[src/rtl/xup_xor_vector_arbiter.sv]
// Two-requester arbiter/sequencer for a shared combinational XOR vector: holds operands SETTLE cycles, then captures.
// Optional XUP_XOR_ARB_RR_EN selects round-robin tie-break; default is fixed priority (requester 0 wins).
module xup_xor_vector_arbiter #(
  parameter int SIZE   = 8,
  parameter int SETTLE = 2
) (
  input  logic            clk,
  input  logic            reset_n,
  input  logic            req0_valid,
  output logic            req0_ready,
  input  logic [SIZE-1:0] req0_a,
  input  logic [SIZE-1:0] req0_b,
  input  logic            req1_valid,
  output logic            req1_ready,
  input  logic [SIZE-1:0] req1_a,
  input  logic [SIZE-1:0] req1_b,
  output logic [SIZE-1:0] xor_a,
  output logic [SIZE-1:0] xor_b,
  input  logic [SIZE-1:0] xor_y,
  output logic            rsp_valid,
  input  logic            rsp_ready,
  output logic            rsp_id,
  output logic [SIZE-1:0] rsp_data,
  output logic            busy
);
  localparam int NUM_REQ = 2;
  localparam logic [3:0] CNT_INIT = 4'(SETTLE - 1);

  typedef enum logic [1:0] {ST_IDLE, ST_SETTLE, ST_RESP} state_e;

  typedef struct packed {
    logic [SIZE-1:0] a;
    logic [SIZE-1:0] b;
  } req_t;

  state_e          state_q, state_d;
  logic [3:0]      cnt_q, cnt_d;
  logic            ptr_q, ptr_d;
  logic [SIZE-1:0] xa_q, xa_d, xb_q, xb_d;
  logic            rv_q, rv_d;
  logic            rid_q, rid_d;
  logic [SIZE-1:0] rdata_q, rdata_d;

  logic [NUM_REQ-1:0] req_vld;
  logic [NUM_REQ-1:0] req_rdy;
  req_t [NUM_REQ-1:0] req;
  logic               gnt_vld;
  logic               gnt_id;
  logic               idle;

  assign req_vld = {req1_valid, req0_valid};
  assign req[0]  = '{a: req0_a, b: req0_b};
  assign req[1]  = '{a: req1_a, b: req1_b};
  assign idle    = (state_q == ST_IDLE);

  // Lone requester always wins; the tie case is the only place the policy matters.
  always_comb begin
    gnt_vld = |req_vld;
    gnt_id  = req_vld[1] & ~req_vld[0];
`ifdef XUP_XOR_ARB_RR_EN
    if (&req_vld) gnt_id = ~ptr_q;
`endif
  end

  for (genvar i = 0; i < NUM_REQ; i++) begin : g_rdy
    assign req_rdy[i] = idle & req_vld[i] & (gnt_id == 1'(i));
  end

  assign req0_ready = req_rdy[0];
  assign req1_ready = req_rdy[1];

  always_comb begin
    state_d = state_q;
    cnt_d   = cnt_q;
    ptr_d   = ptr_q;
    xa_d    = xa_q;
    xb_d    = xb_q;
    rv_d    = rv_q;
    rid_d   = rid_q;
    rdata_d = rdata_q;
    case (state_q)
      ST_IDLE: begin
        if (gnt_vld) begin
          xa_d    = req[gnt_id].a;
          xb_d    = req[gnt_id].b;
          rid_d   = gnt_id;
          ptr_d   = gnt_id;
          cnt_d   = CNT_INIT;
          state_d = ST_SETTLE;
        end
      end
      ST_SETTLE: begin
        // Counter reaches 0 after SETTLE-1 decrements, so xor_y is sampled SETTLE edges after accept.
        if (cnt_q != 4'd0) begin
          cnt_d = cnt_q - 4'd1;
        end else begin
          rdata_d = xor_y;
          rv_d    = 1'b1;
          state_d = ST_RESP;
        end
      end
      ST_RESP: begin
        if (rsp_ready) begin
          rv_d    = 1'b0;
          state_d = ST_IDLE;
        end
      end
      default: state_d = ST_IDLE;
    endcase
  end

  always_ff @(posedge clk or negedge reset_n) begin
    if (!reset_n) begin
      state_q <= ST_IDLE;
      cnt_q   <= 4'd0;
      ptr_q   <= 1'b1;
      xa_q    <= '0;
      xb_q    <= '0;
      rv_q    <= 1'b0;
      rid_q   <= 1'b0;
      rdata_q <= '0;
    end else begin
      state_q <= state_d;
      cnt_q   <= cnt_d;
      ptr_q   <= ptr_d;
      xa_q    <= xa_d;
      xb_q    <= xb_d;
      rv_q    <= rv_d;
      rid_q   <= rid_d;
      rdata_q <= rdata_d;
    end
  end

  assign xor_a     = xa_q;
  assign xor_b     = xb_q;
  assign rsp_valid = rv_q;
  assign rsp_id    = rid_q;
  assign rsp_data  = rdata_q;
  assign busy      = ~idle;
endmodule

[config.mk]
export PLATFORM = sky130hd
export DESIGN_NAME = xup_xor_vector_arbiter
export DESIGN_NICKNAME = d
export VERILOG_FILES = /design/src/rtl/xup_xor_vector_arbiter.sv
export SDC_FILE = /design/constraint.sdc
export NUM_CORES = 1
export LEC_CHECK = 0
export ABC_AREA = 0
export CAP_MARGIN = 25
export CORE_ASPECT_RATIO = 1.25
export CORE_MARGIN = 2
export CORE_UTILIZATION = 35
export CTS_CLUSTER_DIAMETER = 60
export DETAILED_ROUTE_END_ITERATION = 8
export GPL_ROUTABILITY_DRIVEN = 0
export PLACE_DENSITY = 0.73
export SYNTH_ARGS = -nofsm -noshare
export SYNTH_HDL_FRONTEND = slang
export SYNTH_SLANG_ARGS = --single-unit
[constraint.sdc]
create_clock -name clk -period 1.75 [get_ports clk]
set_input_delay 0.4375 -clock clk [delete_from_list [all_inputs] [get_ports clk]]
set_output_delay 0.4375 -clock clk [all_outputs]
set_load 0.03 [all_outputs]
==> results.tsv <==
metric	value	unit
rsz0062_at_grt	no	
final_nets	264	
yosysTopAreaCellShare	54.3	%
cts_tree	done	
drt-pass1-iter-count	3	
wl_met3	340	microns
hold_ws	0.488	ns
num_rows	26	
worstHoldPathType	register to register	
final_cells	272	
synth_area_leaders	dfrtp_1 (54%), mux2i_1 (11%), o21ai_0 (6.8%), mux2_1 (6.1%), o21ai_1 (5.4%)	
finalClockSkew	0.00425	ns
dieArea	0.00475	sq mm
cell_internal_pwr	2.40	mW
fin_crit	1.67	ns
design.core.area	0.00407	sq mm
path_class	register to primary output	
grt_pass1_wl	6.18	mm
synthMuxAreaShare	17.7	%
vias	1355	
worstHoldPathCells	1	
synth_xor_area_share	0	%
post-cts-setup-buffers	0	
synth_top_family_by_area	multiplexers	
worstRegToRegCells	5	
grt_use_total	17.7	%
p_comb_share	57.6	%
pwr-share-seq	30.8	%
cp.required	1.31	ns
routed_via_density	4.98	
n_antenna_cell	0	
drv_cap	0	
antenna_found_initial	0	
worstPathMaxFanout	6	
drt_iter0_drc	35	
ios	74	
fmax	0.599	GHz
ant_nets	0	
drive_above_1_share	13.9	%
p_per_area	1730	mW/mm^2
p_sw	1.83	mW
wl_per_cell	14.4	microns
area_growth	65.7	%
clkTransAtPathRegs	0.06	ns
slew_headroom	73.1	%
synth_cells	131	
min_period_over_period	95.4	%
ys_ff_latch	32	
yosysTopAreaCell	dfrtp_1	
grt_max_degree	33	
synth-adder-area-share	0.848	%
yosysUniqueCellTypes	27	
dp_slack	-0.0582	ns
cts.sinks	32	
met1Wirelength	1.52	mm
endpoint_kind	primary output	
yosysWarnings	0	
start_util	36.3	%
start_kind	register	
grt_overflow	0	
clk_latency	0.28	ns
final_max_slew_viol_count	0	
setup_ws	0.0799	ns
p_clk_share	11.7	%
dp_hpwl	2.90	mm
final-hold-violation-count	0	
clockBufferDepth	2	
switching_share	43.2	%
cts_buffers	5	
tns	0	ns
cts_hold_buf	0	
worst_pin_slew	0.403	ns
clock_tree.root_cell	clkbuf_8	
wl_met2	2.00	mm
finalSetupViolCount	0	
drt-total-wl	3.93	mm
syn-cell-area	0.00148	sq mm
syn_avg_cell_area	11.3	sq um
synth-simple-area-share	7.12	%
synth_compound_area_share	16.2	%
arrival	1.23	ns
htreeDepth	2	
maxUsedRoutingLayer	met4	
peakVddDrop	0.877	mV
grt_pass1_vias	1453	
status	finished clean	
synth_nets	177	
die_y	76.6	microns
io_buffers	73	
dp_cells	267	
drcViolationCount	0	
p_leak	1.17	nW
seq_area_frac_synth	54.3	%
die_w	62.1	microns
-- state kept, by name, indices dropped and copies added, names as in the netlist --
name / flops
cnt_q: 4
rsp_data: 8
rsp_id: 1
rsp_valid: 1
state_q: 2
xor_a: 8
xor_b: 8
-- Yosys cell counts --
master,instances
nand2b_1,1
and3_1,1
nor2_2,1
o21a_1,1
ha_1,1
buf_2,3
inv_1,5
buf_6,1
o21ai_0,20
a31o_2,2
nand2_1,3
nor3b_1,1
mux2_2,1
dfrtp_1,32
a31oi_1,2
inv_2,1
nand3b_1,2
o21ai_1,16
clkbuf_1,2
mux2i_1,16
nor2b_1,2
nor2_1,4
and2_1,2
o311ai_2,1
mux2_1,8
a21oi_1,1
nor3b_2,1
-- worst max-delay path, cell delays in order, from the launching register on --
cell and delay, ns:
dfrtp_1 0.39, nor2_2 0.15, buf_4 0.16, and2_4 0.14, buf_6 0.12
-- layout make-up --
cell class,instances,area (sq um)
inverter,6,22.5
fill,381,1620
clock buffer,5,68.8
tap,56,70.1
sequential,32,801
timing repair buffer,86,852
multi-input combinational,87,631
-- worst paths after layout --
path | slack (ns) | startpoint | to
setup / recovery | 0.08 | state_q[0] | req0_ready
hold / removal | 0.49 | rsp_data[1] | rsp_data[1]
setup reg to reg | 0.13 | cnt_q[0] | cnt_q[0]
hold reg to reg | 0.49 | rsp_data[1] | rsp_data[1]
max in group asynchronous | 0.89 | reset_n | xor_a[6]
min in group asynchronous | 0.57 | reset_n | xor_b[2]
-- layer usage --
layer,GRT usage (%),vias up
met5,0,-
met4,6.38,0
met3,7.47,9
met1,18.4,648
met2,30.2,62
li1,-,636
-- kinds of logic (layout without fill, tap and decap cells) --
family / count (synthesis) / count (layout)
compound gates: 43 / 43
flops: 32 / 32
mux: 25 / 25
simple gates: 18 / 18
buf+inv: 12 / 97
fa+ha+maj: 1 / 1
-- stage by stage --
stage	instance area [sq um]	power, mW	utilization, %
finish	2440	4.22	60.1
global route	2440	4.54	60.1
CTS	2410	4.29	59.2
detailed placement	2350	3.89	57.8
global placement	2350	3.80	57.8
floorplan	1480	2.73	-
-- cell usage in the layout (no fill, tap or decap), types with 2 or more instances in the layout --
cell	count
o21ai_0	20
clkbuf_8	5
dlygate4sd2_1	17
a31oi_1	2
buf_6	2
inv_1	5
clkdlybuf4s50_1	42
dfrtp_1	32
nand2_1	3
mux2_1	8
nor2_1	4
nand3b_1	2
mux2i_1	16
o21ai_1	16
buf_4	12
and2_4	2
dlymetal6s2s_1	12
a31o_2	2
-- what timing repair did --
action | in CTS | in global routing
gates resized for setup | 20 | 14
pin swaps | 0 | 1
endpoints found under the setup margin | 17 | 13
-- power by group through the flow --
stage / sequential, mW / combinational [mW] / clock, mW
global placement: 1.30 / 2.50 / 0
floorplan: 1.91 / 0.818 / 0
finish: 1.30 / 2.43 / 0.492
detailed placement: 1.32 / 2.57 / 0
CTS: 1.31 / 2.46 / 0.520
global route: 1.35 / 2.64 / 0.550
Note: power is estimated with default switching activity, not from simulation.
